<file path="src/rtl/adc_scan_sched_if.sv">
// Bundle between the acquisition requesters, the ADC controller and adc_scan_sched.
// The slave modport is the scheduler's view; master is the environment driving it.
interface adc_scan_sched_if #(
  parameter int NCH  = 4,
  parameter int CH_W = 2
);
  logic [NCH-1:0]  req;
  logic [CH_W-1:0] mux_sel;
  logic            adc_start;
  logic            adc_done;
  logic [15:0]     adc_data;
  logic [NCH-1:0]  rd_valid;
  logic [15:0]     rd_data;
  logic            busy;
  logic            err;

  modport master (
    output req, adc_done, adc_data,
    input  mux_sel, adc_start, rd_valid, rd_data, busy, err
  );

  modport slave (
    input  req, adc_done, adc_data,
    output mux_sel, adc_start, rd_valid, rd_data, busy, err
  );
endinterface

</file>
<file path="src/rtl/adc_scan_sched.sv">
// Round-robin scheduler sharing one ADC conversion controller between NCH requesters.
// Define ADC_TIMEOUT_EN to add the done watchdog (TIMEOUT cycles) and the err strobe.
//
// state   | meaning
// IDLE    | sample req, pick next requester round-robin from rr_ptr
// SEL     | drive mux_sel for the granted channel, clear settle counter
// SETTLE  | wait SETTLE cycles for the analog mux to settle
// START   | one-cycle adc_start pulse
// WAIT    | wait for a rising edge of adc_done (or watchdog expiry)
// CAPT    | one cycle for adc_data to update after the done edge
// DELIVER | register result, strobe rd_valid, advance rr_ptr
module adc_scan_sched #(
  parameter int          NCH     = 4,
  parameter int          CH_W    = 2,
  parameter logic [7:0]  SETTLE  = 8'd40,
  parameter logic [15:0] TIMEOUT = 16'd4000
) (
  input  logic             i_clk,
  input  logic             i_reset,
  adc_scan_sched_if.slave  io_bus
);

  typedef enum logic [2:0] {
    S_IDLE, S_SEL, S_SETTLE, S_START, S_WAIT, S_CAPT, S_DELIVER
  } state_t;

  state_t          r_state;
  state_t          w_next;
  logic [CH_W-1:0] r_gnt;
  logic [CH_W-1:0] r_rr_ptr;
  logic [CH_W-1:0] r_mux_sel;
  logic [CH_W-1:0] w_pick;
  logic [CH_W-1:0] w_gnt_inc;
  logic [CH_W:0]   w_idx;
  logic            w_any;
  logic [7:0]      r_settle_cnt;
  logic            r_done_d;
  logic            w_done_rise;
  logic            w_timeout;
  logic [NCH-1:0]  r_rd_valid;
  logic [NCH-1:0]  w_gnt_oh;
  logic [15:0]     r_rd_data;
  logic            w_adc_start;
  logic            w_busy;

  // First requester at or above rr_ptr, wrapping modulo NCH.
  always_comb begin
    w_pick = '0;
    w_any  = 1'b0;
    w_idx  = '0;
    for (int i = 0; i < NCH; i++) begin
      w_idx = {1'b0, r_rr_ptr} + (CH_W+1)'(i);
      if (w_idx >= (CH_W+1)'(NCH)) w_idx = w_idx - (CH_W+1)'(NCH);
      if (!w_any && io_bus.req[w_idx[CH_W-1:0]]) begin
        w_any  = 1'b1;
        w_pick = w_idx[CH_W-1:0];
      end
    end
  end

  assign w_gnt_inc   = (r_gnt == CH_W'(NCH-1)) ? '0 : r_gnt + CH_W'(1);
  assign w_gnt_oh    = NCH'(1) << r_gnt;
  assign w_done_rise = io_bus.adc_done & ~r_done_d;

`ifdef ADC_TIMEOUT_EN
  logic [15:0] r_wdog;
  logic        r_err;

  always_ff @(posedge i_clk) begin
    if (i_reset) begin
      r_wdog <= '0;
      r_err  <= 1'b0;
    end else begin
      r_err <= w_timeout;
      if (w_next == S_SEL)
        r_wdog <= '0;
      else if (r_state == S_WAIT || r_state == S_CAPT)
        r_wdog <= r_wdog + 16'd1;
    end
  end

  assign w_timeout  = (r_state == S_WAIT) && !w_done_rise && (r_wdog == TIMEOUT - 16'd1);
  assign io_bus.err = r_err;
`else
  logic w_unused_timeout;
  assign w_unused_timeout = ^TIMEOUT;
  assign w_timeout        = 1'b0;
  assign io_bus.err       = 1'b0;
`endif

  always_ff @(posedge i_clk) begin
    if (i_reset) r_state <= S_IDLE;
    else         r_state <= w_next;
  end

  always_comb begin
    w_next      = r_state;
    w_adc_start = 1'b0;
    w_busy      = 1'b1;
    case (r_state)
      S_IDLE: begin
        w_busy = 1'b0;
        if (w_any) w_next = S_SEL;
      end
      S_SEL:    w_next = S_SETTLE;
      S_SETTLE: if (r_settle_cnt == SETTLE - 8'd1) w_next = S_START;
      S_START: begin
        w_adc_start = 1'b1;
        w_next      = S_WAIT;
      end
      S_WAIT: begin
        if (w_done_rise)    w_next = S_CAPT;
        else if (w_timeout) w_next = S_IDLE;
      end
      S_CAPT:    w_next = S_DELIVER;
      S_DELIVER: w_next = S_IDLE;
      default:   w_next = S_IDLE;
    endcase
  end

  always_ff @(posedge i_clk) begin
    if (i_reset) begin
      r_gnt        <= '0;
      r_rr_ptr     <= '0;
      r_mux_sel    <= '0;
      r_settle_cnt <= '0;
      r_done_d     <= 1'b0;
      r_rd_valid   <= '0;
      r_rd_data    <= '0;
    end else begin
      // Tracked every cycle so a done already high on WAIT entry is not an edge.
      r_done_d   <= io_bus.adc_done;
      r_rd_valid <= '0;
      case (r_state)
        S_IDLE: if (w_any) r_gnt <= w_pick;
        S_SEL: begin
          r_mux_sel    <= r_gnt;
          r_settle_cnt <= '0;
        end
        S_SETTLE: r_settle_cnt <= r_settle_cnt + 8'd1;
        S_WAIT: begin
          if (w_timeout) begin
            r_rd_data  <= 16'hFFFF;
            r_rd_valid <= w_gnt_oh;
            r_rr_ptr   <= w_gnt_inc;
          end
        end
        S_DELIVER: begin
          r_rd_data  <= io_bus.adc_data;
          r_rd_valid <= w_gnt_oh;
          r_rr_ptr   <= w_gnt_inc;
        end
        default: ;
      endcase
    end
  end

  assign io_bus.mux_sel   = r_mux_sel;
  assign io_bus.adc_start = w_adc_start;
  assign io_bus.rd_valid  = r_rd_valid;
  assign io_bus.rd_data   = r_rd_data;
  assign io_bus.busy      = w_busy;

endmodule

</file>
<file path="src/flat_wrapper.sv">
// flat-port wrapper written by rule: the top's interface ports become plain ports
module adc_scan_sched_flat 
#(
  parameter int          NCH     = 4,
  parameter int          CH_W    = 2,
  parameter logic [7:0]  SETTLE  = 8'd40,
  parameter logic [15:0] TIMEOUT = 16'd4000
)
  (i_clk, i_reset, io_bus_req, io_bus_adc_done, io_bus_adc_data, io_bus_mux_sel, io_bus_adc_start, io_bus_rd_valid, io_bus_rd_data, io_bus_busy, io_bus_err);
  adc_scan_sched_if #(.NCH(NCH), .CH_W(CH_W)) io_bus_i ();
  input  logic i_clk;
  input  logic i_reset;
  input wire logic [$bits(io_bus_i.req)-1:0] io_bus_req;
  input wire logic [$bits(io_bus_i.adc_done)-1:0] io_bus_adc_done;
  input wire logic [$bits(io_bus_i.adc_data)-1:0] io_bus_adc_data;
  output wire logic [$bits(io_bus_i.mux_sel)-1:0] io_bus_mux_sel;
  output wire logic [$bits(io_bus_i.adc_start)-1:0] io_bus_adc_start;
  output wire logic [$bits(io_bus_i.rd_valid)-1:0] io_bus_rd_valid;
  output wire logic [$bits(io_bus_i.rd_data)-1:0] io_bus_rd_data;
  output wire logic [$bits(io_bus_i.busy)-1:0] io_bus_busy;
  output wire logic [$bits(io_bus_i.err)-1:0] io_bus_err;
  assign io_bus_i.req = io_bus_req;
  assign io_bus_i.adc_done = io_bus_adc_done;
  assign io_bus_i.adc_data = io_bus_adc_data;
  assign io_bus_mux_sel = io_bus_i.mux_sel;
  assign io_bus_adc_start = io_bus_i.adc_start;
  assign io_bus_rd_valid = io_bus_i.rd_valid;
  assign io_bus_rd_data = io_bus_i.rd_data;
  assign io_bus_busy = io_bus_i.busy;
  assign io_bus_err = io_bus_i.err;
  adc_scan_sched #(.NCH(NCH), .CH_W(CH_W), .SETTLE(SETTLE), .TIMEOUT(TIMEOUT)) u_core (.i_clk(i_clk), .i_reset(i_reset), .io_bus(io_bus_i));
endmodule
</file>
<file path="config.mk">
export PLATFORM = sky130hd
export DESIGN_NAME = adc_scan_sched_flat
export DESIGN_NICKNAME = d
export VERILOG_FILES = /design/src/rtl/adc_scan_sched_if.sv /design/src/rtl/adc_scan_sched.sv /design/src/flat_wrapper.sv
export SDC_FILE = /design/constraint.sdc
export NUM_CORES = 1
export LEC_CHECK = 0
export CORE_ASPECT_RATIO = 1.5
export CORE_UTILIZATION = 32
export DETAILED_ROUTE_END_ITERATION = 6
export GPL_ROUTABILITY_DRIVEN = 0
export PLACE_DENSITY_LB_ADDON = 0.08
export SYNTH_ARGS = -nofsm -noshare
export SYNTH_HDL_FRONTEND = slang
export SYNTH_SLANG_ARGS = --single-unit
</file>
<file path="constraint.sdc">
create_clock -name i_clk -period 1.6 [get_ports i_clk]
set_input_delay 0.32 -clock i_clk [delete_from_list [all_inputs] [get_ports i_clk]]
set_output_delay 0.32 -clock i_clk [all_outputs]
set_load 0.01 [all_outputs]
</file>
* Yosys cells after proc, flatten, opt, wreduce, memory -nomap -nowiden
Index checks and enable logic that the tools add are counted.
** Word-level totals
- Register bits after elaboration :: 38
- Bits in latches :: 0
- Memory bits (writable) :: 0
- Bits in read-only memories :: 0
- Input bits :: 23
- Output and inout port bits :: 25
- Word-level logic and storage cells :: 79
- Memories kept :: 0
** Operators by class
- Add/subtract/negate cells :: 9
- $mul :: 0
- Div/mod/pow operators :: 0
- $lt $le $gt $ge :: 8
- Eq/ne operators :: 11
- Shifts and indexed selects :: 1
- Multiplexer cells :: 28
- Bitwise operators :: 3
- Reductions and logical operators :: 11
** Operators with widths (count)
- $mux W2 :: 9
- $pmux W3 S6 :: 1
- $pmux W8 S2 :: 1
- $lt A2 B3 Y1 const B :: 4
- $mux W1 :: 10
- $eq A3 B3 Y1 const B :: 3
- $ge A3 B3 Y1 const B :: 3
- $mux W3 :: 3
- $add A8 B1 Y8 const B :: 1
- $bmux W1 S2 :: 4
- $eq A8 B6 Y1 const B :: 1
- $sub A2 B1 Y2 const B :: 4
- $add A2 B2 Y3 const B :: 2
- $eq A3 B2 Y1 const B :: 2
- $ne A2 B1 Y1 const B :: 3
- $shl A1 B2 Y4 const A :: 1
- $add A2 B1 Y3 const B :: 1
- $eq A3 B1 Y1 const B :: 1
- $ge A2 B3 Y1 const B :: 1
- $logic_and A1 B1 Y1 :: 3
- $logic_not A1 Y1 :: 3
- $logic_not A3 Y1 :: 1
- $reduce_and A3 Y1 :: 1
- $add A2 B1 Y2 const B :: 1
- 6 further kinds :: 7

* Longest topological paths before layout
- Depth in word-level cells :: 16
- Mapped depth :: 6
- Gate-level depth less buffers :: 5

* Worst setup path before layout
OpenSTA, ideal clock, no wires.
- Path type :: register to register
- Start point :: register u_core.r_state[2]
- End point :: register u_core.r_gnt[1]
- Library setup time :: 0.096 ns
- Arrival time :: 1.277 ns
- Required time :: 1.504 ns
- Path slack :: 0.228 ns
- Cell stages (with the launch flop) :: 4
- Path buffers :: 0
- Clock period less this slack :: 1.372 ns
- Path through :: dfxtp_1 > or3_4 > or2_4 > o41ai_2
** On the way
- Cells in the longest elaborated chain, start to end :: 2
** RTL lines
- from (decl) :: RTL line adc_scan_sched.sv:27 : state_t r_state;
- from (signal assigned) :: RTL line adc_scan_sched.sv:93 : else r_state <= w_next;
- $logic_not A3 Y1 :: RTL line adc_scan_sched.sv:134 : case (r_state)
- $reduce_and A2 Y1 (no source line)
- to (signal assigned) :: RTL line adc_scan_sched.sv:135 : S_IDLE: if (w_any) r_gnt <= w_pick;
- to (decl) :: RTL line adc_scan_sched.sv:29 : logic [CH_W-1:0] r_gnt;
Every way passes these cells.
A chain may end at the register's enable or synchronous reset.

* Worst setup path after layout
Ends and elaborated chain as after synthesis.

==> impl_results.md <==
- Status: complete, no violations
- Worst hold path type: reg2reg
- Iteration-0 DRC Markers: 42
- Min-Delay Path Depth: 2
- RSZ-0062 raised after global routing: no
- Layout Nets: 280
- Startpoint types: flip-flop
- NetSw: ~510 µW
- Final Instance Count excl. Fillers: about 320
- Seq pwr share: 0.433
- Vias in the first global route: 1353
- Final hold slack: 0.452 ns
- Post-synth EDFFs: 0
- CTS tree: built
- Critical path's largest stage delay: 0.38 ns
- Synth Register Bits: 38
- Inserted Diodes: 0
- Core footprint: 0.00481 mm²
- Setup Fix Bufs, Post-CTS: 0
- Placed Area: 0.00223 mm²
- Static leakage: 0.862 nW
- Area leader, netlist: dfxtp_1
- Initial Util: 0.334
- Clock Power Share: 0.435
- Row count: 31
- Layout cell share with drive strength beyond 1: 0.137
- Max VDD drop: 0.000565 V
- Critical path capture point type: flip-flop
- Overall Power: 2.32 mW
- Share of the synthesized area in the top cell type: 0.474
- Final setup violation count: 0
- First-pass GRT wire length: ~6000 µm
- Cells after DPL: 314
- Power Density: 977 mW/mm²
- Period utilization: 0.958
- Post-route ant nets: 0
- IO Port Bufs: 46
- Worst skew pair latency: 0.29 ns
- Final Max Slew Viols: 0
- Total CTS buffers: 5
- Register Area: around 770 µm²
- Maximum Capacitance Violations: 0
- Root buffer cell: clkbuf_8
- Gr usage total: 0.149
- Via count: about 1500
- WL final: 3710 µm
- Fin. Hold Viols: 0
- Setup TNS: 0 ns
- Antenna violations before repair: 0
- Cell count of the worst reg-to-reg path: 4
- DIE AREA: 0.00531 mm²
- Fmax: 0.652 GHz
- Yosys warning count: 0
- Synth unique cells: 39
- Clock sink count: 38
- Mapped Nets: 221
- Combinational fraction of design power: 0.131
- Max-slew headroom: 0.602
- Internal power: 1.81 mW
- Clock-pin transition on the worst setup and hold timing paths: roughly 0.080 ns
- Synth area leaders: dfxtp_1 47%, nand2_1 9.8%, a21oi_1 8.1%, nor2_1 3.5%, mux2i_1 1.9%
- Die Y-Extent: a little under 90 µm
- # fillers: 500
- CTS HTree Levels: 2
- Die X-Extent: 59.8 µm
- Grt total ovfl: 0
- CP Class: reg2reg
- Dominant synthesized flop cell: dfxtp_1
- Avg Cell Area, Syn: slightly above 8 µm²
- Worst slew pin tran: 0.598 ns
- CP Data Required Time: approximately 1.8 ns
- Sw Share: 0.219
- Crit path DAT: between 1.5 and 2 ns
- Max clock buf depth: 2
- Cell Area, Synth: 0.00161 mm²
- IO Pins: 48
- Cell with the largest stage delay on the worst path: or3_4
- Mapped Cells: 196
- Async SR Flop Fraction: 0
- Pin count of the biggest net entering global routing: 18
- # DRC: 0
- Clock skew: 0.00472 ns
- Fin crit period: 1.53 ns
- Post-synthesis sequential area ratio: 0.474
- First drt pass iteration count: 4
- Avg WL per Cell: 11.5 µm
- Multi-input logic area: slightly below 800 µm²
- DP HPWL: 2780 µm
- Critical path fanouts, max: 7
- Worst path cell trace: or3_4 -> buf_4 -> or2_4 -> o41ai_2
- Area growth, synth to finish: 47.9%
- Design area: between 0.002 and 0.0025 mm²
- Vias per Instance: 4.68
-- final timing paths --
check / startpoint / endpoint / slack (ns)
setup reg to reg: u_core.r_state[2] / u_core.r_gnt[1] / 0.07
hold / removal: u_core.io_bus.rd_data[5] / u_core.io_bus.rd_data[5] / 0.45
setup / recovery: u_core.r_state[2] / u_core.r_gnt[1] / 0.07
hold reg to reg: u_core.io_bus.rd_data[5] / u_core.io_bus.rd_data[5] / 0.45
-- logic make-up after synthesis --
family,Yosys count,synth area share
muxes,4,0.0257
adders and majority gates,2,0.0156
AOI/OAI and AO/OA,43,0.157
and+or+nand+nor,91,0.280
buffers and inverters,17,0.0460
DFF,38,0.474
other,1,0.00234
-- final cells by class --
cell class                      count  area share
Tap cell                           66      0.0348
Inverter                            4     0.00632
Multi-Input combinational cell    141       0.325
Clock buffer                        6      0.0348
Sequential cell                    38       0.323
Timing Repair Buffer               65       0.251
Clock inverter                      2      0.0253
-- per-stage QoR --
stage | setup slack, ns | util
finish | 0.0666 | 0.494
global route | 0.00488 | 0.494
CTS | 0.00246 | 0.495
detailed placement | -0.00137 | 0.464
global placement | 0.00897 | 0.464
floorplan | 0.228 | -
-- power groups by stage --
stage / sequential (mW) / clock (mW) / combinational, mW
finish: 1.01 / 1.01 / 0.305
global route: 1.01 / 1.07 / 0.335
CTS: 1.01 / 1.03 / 0.314
detailed placement: 1.03 / 0 / 0.317
global placement: 1.03 / 0 / 0.317
floorplan: 1.01 / 0 / 0.159
-- what timing repair did --
| action | 4_1_cts | 5_1_grt |
|---|---|---|
| pin swaps | 0 | 0 |
| hold buffers | 0 | 0 |
| setup endpoints to repair | 2 | 1 |
| endpoints found under the hold margin | 0 | 0 |
| resized for setup | 7 | 2 |
-- cells in the final DEF, fill, tap and decap left out, drive strengths merged --
cell           instances
a22o                   1
a21oi                 26
nand2b                 4
bufinv                 2
o221ai                 1
inv                    4
clkdlybuf4s50         44
or3                    3
o21ai                  7
a31oi                  2
or4b                   1
mux2i                  3
or2                    1
nand3                  1
nand4b                 1
clkbuf                 6
nor3                   4
nor2b                  4
and3                   2
nor3b                  1
or4                    2
nand2                 42
o311ai                 1
or3b                   1
o41ai                  2
nor4                   4
nor2                  15
nand3b                 3
and2                   1
o31ai                  1
dfxtp                 38
buf                   20
ha                     2
o211ai                 2
nand4bb                1
conb                   1
dlygate4sd2            1
mux2                   1
-- per-layer routing --
layer | vias up | global-route usage | wire length, µm
li1 | 789 | - | -
met1 | 681 | 0.142 | 1510
met2 | 31 | 0.285 | 1980
met3 | 5 | 0.0336 | 141
met4 | 0 | 0.0761 | 70
met5 | - | 0 | 0
-- flip-flops by register name, indices dropped and copies added (netlist names) --
| register | count |
|---|---|
| u_core.r_rr_ptr | 2 |
| u_core.io_bus.rd_valid | 4 |
| u_core.r_gnt | 2 |
| u_core.r_state | 3 |
| u_core.r_settle_cnt | 8 |
| u_core.r_done_d | 1 |
| u_core.io_bus.mux_sel | 2 |
| u_core.io_bus.rd_data | 16 |
-- cells in the mapped netlist (2+ instances only) --
library cell  number
mux2i_1            3
nor3_1             4
a21oi_1           26
nand2_1           42
o211ai_1           2
nor2_1            15
a31oi_1            2
nor2b_1            4
or3_1              2
nand2b_1           4
dfxtp_1           38
or4_1              2
inv_1              4
clkbuf_1           7
nand3b_1           3
nor4_1             4
o21ai_0            6
ha_1               2
and3_1             2
buf_2              5
-- worst max-delay path, delay by kind of cell (launching register included) --
| family | cells | cell delay, ns |
|---|---|---|
| buf+inv | 1 | 0.14 |
| compound gates | 1 | 0.30 |
| simple gates | 2 | 0.63 |
| flops | 1 | 0.37 |
Note: power is estimated with default switching activity, not from simulation.
